--- src/rtl/rr_port_alloc.sv ---
// rr_port_alloc: wormhole output-port allocator with round-robin arbitration.
// A packet that wins the port keeps it until its tail flit actually transfers.
// The priority pointer then moves one past the released owner.
module rr_port_alloc #(
   parameter  int NR = 5,
   localparam int IW = (NR > 1) ? $clog2(NR) : 1
) (
   input  logic          CLK,
   input  logic          RSTn,
   input  logic [NR-1:0] REQ,
   input  logic [NR-1:0] TAIL,
   input  logic          CRD_OK,
   output logic [NR-1:0] GRT,
   output logic          XFER,
   output logic [IW-1:0] OWNER,
   output logic          BUSY
);

   typedef enum logic {IDLE = 1'b0, LOCK = 1'b1} state_t;

   state_t        state;
   logic [IW-1:0] ptr;
   logic [IW-1:0] sel;
   logic          sel_found;
   logic [NR-1:0] sel_onehot;
   logic [IW-1:0] ptr_after;
   logic          release_now;

   // Circular first-set search over REQ, starting at the priority pointer.
   always_comb begin
      int idx;
      sel       = '0;
      sel_found = 1'b0;
      idx       = 0;
      for (int k = 0; k < NR; k++) begin
         idx = int'(ptr) + k;
         if (idx >= NR) idx = idx - NR;
         if (!sel_found && REQ[idx]) begin
            sel_found = 1'b1;
            sel       = IW'(idx);
         end
      end
      sel_onehot      = '0;
      sel_onehot[sel] = 1'b1;
   end

   // Transfer qualification and release decision for the current owner.
   always_comb begin
      XFER        = BUSY & REQ[OWNER] & CRD_OK;
      release_now = XFER & TAIL[OWNER];
      ptr_after   = (OWNER == IW'(NR - 1)) ? '0 : OWNER + 1'b1;
   end

   // Allocation FSM: IDLE arbitrates, LOCK holds the port until the tail transfers.
   always_ff @(posedge CLK or negedge RSTn) begin
      if (!RSTn) begin
         state <= IDLE;
         GRT   <= '0;
         OWNER <= '0;
         BUSY  <= 1'b0;
         ptr   <= '0;
      end else begin
         case (state)
            IDLE: begin
               if (sel_found) begin
                  state <= LOCK;
                  GRT   <= sel_onehot;
                  OWNER <= sel;
                  BUSY  <= 1'b1;
               end
            end
            LOCK: begin
               if (release_now) begin
                  state <= IDLE;
                  GRT   <= '0;
                  OWNER <= '0;
                  BUSY  <= 1'b0;
                  ptr   <= ptr_after;
               end
            end
            default: begin
               state <= IDLE;
               GRT   <= '0;
               OWNER <= '0;
               BUSY  <= 1'b0;
            end
         endcase
      end
   end

endmodule

--- config.mk ---
export PLATFORM = sky130hd
export DESIGN_NAME = rr_port_alloc
export DESIGN_NICKNAME = d
export VERILOG_FILES = /design/src/rtl/rr_port_alloc.sv
export SDC_FILE = /design/constraint.sdc
export NUM_CORES = 1
export LEC_CHECK = 0
export ABC_AREA = 1
export CAP_MARGIN = 20
export CORE_AREA = 2 2 59 61
export CTS_BUF_LIST = sky130_fd_sc_hd__clkbuf_2
export DETAILED_ROUTE_END_ITERATION = 7
export DIE_AREA = 0 0 61 63
export HOLD_SLACK_MARGIN = 0.15
export PLACE_DENSITY = 0.78
export SLEW_MARGIN = 20
export SYNTH_ARGS = -nofsm -noshare
export SYNTH_HDL_FRONTEND = slang
export SYNTH_SLANG_ARGS = --single-unit
export TNS_END_PERCENT = 50
--- constraint.sdc ---
create_clock -name CLK -period 3.2 [get_ports CLK]
set_input_delay 0.64 -clock CLK [delete_from_list [all_inputs] [get_ports CLK]]
set_output_delay 0.64 -clock CLK [all_outputs]
set_load 0.005 [all_outputs]
Word-level counts from Yosys, hierarchy flattened
Index checks and enable logic that the tools add are counted.
{"block": "word_totals", "register_bits": 13, "elab_cells": 95}
{"block": "classes", "n_addsub": 10, "magnitude_cmp": 13, "n_eq_ne": 3, "muxes": 49, "bitwise": 4, "n_reduce_logical": 11}
{"operator": "< comparator 32 x 5 -> 1 bit, second input constant", "count": 5}
{"operator": "2-to-1 mux 32 bit", "count": 5}
{"operator": "2-to-1 mux 3 bit", "count": 8}
{"operator": "2-to-1 mux 1 bit", "count": 22}
{"operator": "binary-select mux 1 bit (select 3 bit)", "count": 7}
{"operator": "subtractor 4 x 3 -> 5 bit, second input constant", "count": 4}
{"operator": ">= comparator 4 x 3 -> 1 bit, second input constant", "count": 4}
{"operator": "2-to-1 mux 5 bit", "count": 2}
{"operator": "case mux 5 bit (2 select lines)", "count": 1}
{"operator": "adder 3 x 2 -> 4 bit, second input constant", "count": 2}
{"operator": "< comparator 3 x 4 -> 1 bit, second input constant", "count": 2}
{"operator": "case mux 3 bit (2 select lines)", "count": 1}
{"operator": "logical AND 1 bit", "count": 5}
{"operator": "adder 3 x 1 -> 4 bit, second input constant", "count": 1}
{"operator": "adder 3 x 3 -> 4 bit, second input constant", "count": 1}
{"operator": "zero test 1 bit", "count": 4}
{"operator": "case mux 1 bit (2 select lines)", "count": 2}
{"operator": "AND reduction 2 bit", "count": 2}
{"operator": "subtractor 3 x 3 -> 4 bit, second input constant", "count": 1}
{"operator": "adder 3 x 1 -> 3 bit, second input constant", "count": 1}
{"operator": "bitwise AND 1 bit", "count": 3}
{"operator": "demux 1 bit (select 3 bit)", "count": 1}
{"operator": "== test 3 bit, second input constant", "count": 1}
{"operator": ">= comparator 3 x 1 -> 1 bit, second input constant", "count": 1}
{"operator": "4 further kinds", "count": 4}

Depth between registers and ports, before layout
{"block": "logic_depth", "depth_word": 24, "depth_mapped": 22}

Worst setup path before layout
Ideal clock, no wire load.
{"block": "synth_timing", "kind": "register to register", "from": "reg ptr[0]", "to": "reg GRT[0]", "arrival_ps": 2403, "t_required_ps": 3082, "path_slack_ps": 679, "path_stages_with_launch": 22, "path_cell_list": "dfrtp_1 -> inv_2 -> buf_6 -> ha_1 -> inv_1 -> ha_1 -> inv_1 -> nand2_2 -> inv_2 -> nand2_2 -> nand2_2 -> nand2_1 -> nand3_1 -> nand3_2 -> nand2_2 -> nand3_2 -> nor2_4 -> nand2_2 -> o21ai_4 -> nor2_1 -> nand2_1 -> nand2_1"}
{"block": "synth_via", "elab_chain_cells": 24, "word_cells_on_any_way": 61, "cone_classes": "add/sub: 9; order compare: 7; eq/ne: 1; mux: 34; reduce/logical: 10"}
{"element": "start, declared", "line": "22", "rtl": "logic [IW-1:0] ptr;"}
{"element": "start signal, assigned", "line": "78", "rtl": "ptr <= ptr_after;"}
{"element": "parallel branches: the longest is 24 deep, another holds subtractor 4 x 3 -> 5 bit"}
{"element": "end signal, assigned", "line": "67", "rtl": "GRT <= sel_onehot;"}
{"element": "end, declared", "line": "13", "rtl": "output logic [NR-1:0] GRT,"}
Several ways; the timed one is not identified. The select of a mux whose other input is x is not followed.
A chain may end at the register's enable or synchronous reset.

Worst setup path in the final report
{"block": "layout_timing", "from": "in REQ[0]", "to": "out XFER"}
{"block": "layout_via", "elab_chain_cells": 4}
{"element": "start, declared", "line": "10", "rtl": "input logic [NR-1:0] REQ,"}
{"element": "binary-select mux 1 bit (select 3 bit)", "line": "49", "rtl": "XFER = BUSY & REQ[OWNER] & CRD_OK;"}
{"element": "2-to-1 mux 1 bit (not written as such)", "line": "49"}
{"element": "bitwise AND 1 bit (2 in a row)", "line": "49"}
{"element": "end, declared", "line": "14", "rtl": "output logic XFER,"}
No other way between the ends. The select of a mux whose other input is x is not followed.

==> run metrics <==
Unique masters post-synth=29; Overflow after GRT=0; Synth Net Count=297; CP Class=input pin to primary output; Remaining DRCs=0; DR vias=1802; DRT iter0 DRCs=79; clk sink count=13; antenna diode count=0; main area contributors after synthesis=dfrtp_1, nand2_1, ha_1; R2R cell count=16; final worst-path cycle share=90.32%; Synth Flop Type=dfrtp_1; # rows=21; critical path endpoint=XFER; Die Wd=61 µm; Post-Syn Area=1712 µm²; CP Capture Type=primary output; commonest non-fill, non-tap cell in the layout=nand2_1; CP dominant cell by count=clkdlybuf4s50_1; worst path required time=2.56 ns; Slew Viols, Final=0; setup TNS=0 ns; placed instance count=338; CTS Buf Count=3; antenna violation net count after detailed routing=0; number of H-tree levels=1; CP max-delay cell=clkdlybuf4s50_1; RR Startpoint=ptr[1]; Worst-Skew Late Latency=0.28 ns; register bit total from synthesis=13; DR pass1 iterations=4; Avg WL per Cell=11.69 µm; Post-Syn Instances=269; Worst-Margin Slew=0.5836 ns; Port Buffer Count=22; r2r setup slk=0.31 ns; clock period minus worst slack=2.890 ns; crit path max fanout=4; Ys Warns=0; EDFF count, synth=0; CTS tree=done; HP Class=flip-flop to flip-flop; Tot GR Track Use=23.19%; global-route wire length before repair=6.927 mm; hpwl dp=3.216 mm; endpoints failing hold=0; I/O Pins=23; Startpoint Class=input pin; CP Cell Sequence=clkdlybuf4s50_1 > inv_1 > o21ai_0 > a211oi_1 > nor3_1 > clkdlybuf4s50_1; Syn Area/Cell=6.363 µm²; Worst R2R End=GRT[0]; largest net degree at the start of global routing=18; antenna violations before repair=0; Root Buffer=clkbuf_2; register area share after synthesis=19.01%; Clock Tree Buf Depth=2; Initial Utilization=52.96%; GP Congestion=0.8357; share of cells above drive strength 1=16.39%; slew margin rel.=60.97%; outcome=finished clean; worst clock skew=0.0005804 ns; WP data arrival=2.25 ns; vias in the first global route=1700; commonest non-fill, non-tap cells in the layout=nand2_1, nand3_1, inv_1; Nets=328; final setup fails=0; core area=3232 µm²; Crit path largest cell delay=0.54 ns; final WL=4.032 mm; die height=63 µm; RSZ-0062 raised after global routing=no; asr flop ratio synth=100.0%; Area Overhead vs Synth=19.01%; Via density=5.223; fmax=346.0 MHz; max_cap viols=0; Synth area leader=dfrtp_1; Placed Area=1989 µm²; die area=3843 µm²; Final Cell Area=2037 µm²; share of the synthesized area in the top cell type=19.01%; worst setup path start=REQ[0]; Clock transition at path regs=0.13 ns; cts-stage hold buffer count=0; non-filler cells, final=345
-- per-layer routing --
metal	global-route usage, %	wire (µm)
met1	28.61	1874
met2	38.98	1893
met3	2.070	145
met4	11.41	120
met5	0	0
-- how the worst min path moves through the flow --
| stage | slack, ns | cells after the start | endpoint | from |
|---|---|---|---|---|
| 5_1_grt | 0.55 | 2 | state | state |
| 3_5_place_dp | 0.47 | 2 | state | state |
| 2_1_floorplan | 0.34 | 0 | BUSY | RSTn |
| 3_3_place_gp | 0.46 | 2 | state | state |
| 6_report | 0.50 | 2 | state | state |
| 4_1_cts | 0.50 | 2 | state | state |
-- state kept, by name, summed over array words and instances (netlist names) --
register / flops
BUSY: 1
OWNER: 3
GRT: 5
ptr: 3
state: 1
-- layout make-up --
type                            instances  area, µm²
Multi-Input combinational cell        218       1229
Fill cell                             325       1195
Sequential cell                        13      326.6
Timing Repair Buffer                   28      265.3
Inverter                               36      138.9
Tap cell                               46      57.56
Clock buffer                            4      20.02
-- cells by family (layout without fill, tap and decap cells) --
| family | after synthesis | count (layout) | synth area share (%) |
|---|---|---|---|
| AND/OR/NAND/NOR | 165 | 165 | 47.00 |
| buffers and inverters | 38 | 68 | 9.210 |
| AO/OA/AOI/OAI | 36 | 36 | 12.79 |
| adder cells (fa/ha/maj) | 15 | 15 | 10.96 |
| flip-flops | 13 | 13 | 19.01 |
| XOR/XNOR | 2 | 2 | 1.024 |
-- through the flow --
step	hold slack [ns]	worst slack (ns)	util, %
2_1_floorplan	0.3444	0.6794	-
3_3_place_gp	0.4643	0.2737	61.56
3_5_place_dp	0.4658	0.2237	61.56
4_1_cts	0.4988	0.2023	62.18
5_1_grt	0.5489	0.05643	63.03
6_report	0.4965	0.3096	63.03
-- synth_stat cells, drive strengths merged, types with 2 or more instances --
| library cell | n |
|---|---|
| o21ai | 23 |
| dfrtp | 13 |
| nand2 | 101 |
| nor2 | 9 |
| inv | 35 |
| nand4 | 10 |
| ha | 15 |
| buf | 2 |
| xor2 | 2 |
| a21oi | 7 |
| nand3 | 43 |
| a22oi | 2 |
-- worst max-delay path, delay by kind of cell --
kind,cells,cell delay [ns]
AND/OR/NAND/NOR,1,0.20
AO/OA/AOI/OAI,2,0.26
buffers and inverters,3,1.15
-- repair_timing --
action	in CTS	in global routing
gates resized for setup	0	2
setup endpoints to repair	0	8
buffers inserted	0	3
Power is not shown: default switching activity piles up to over one toggle a cycle in this logic, so the estimate is an artifact.
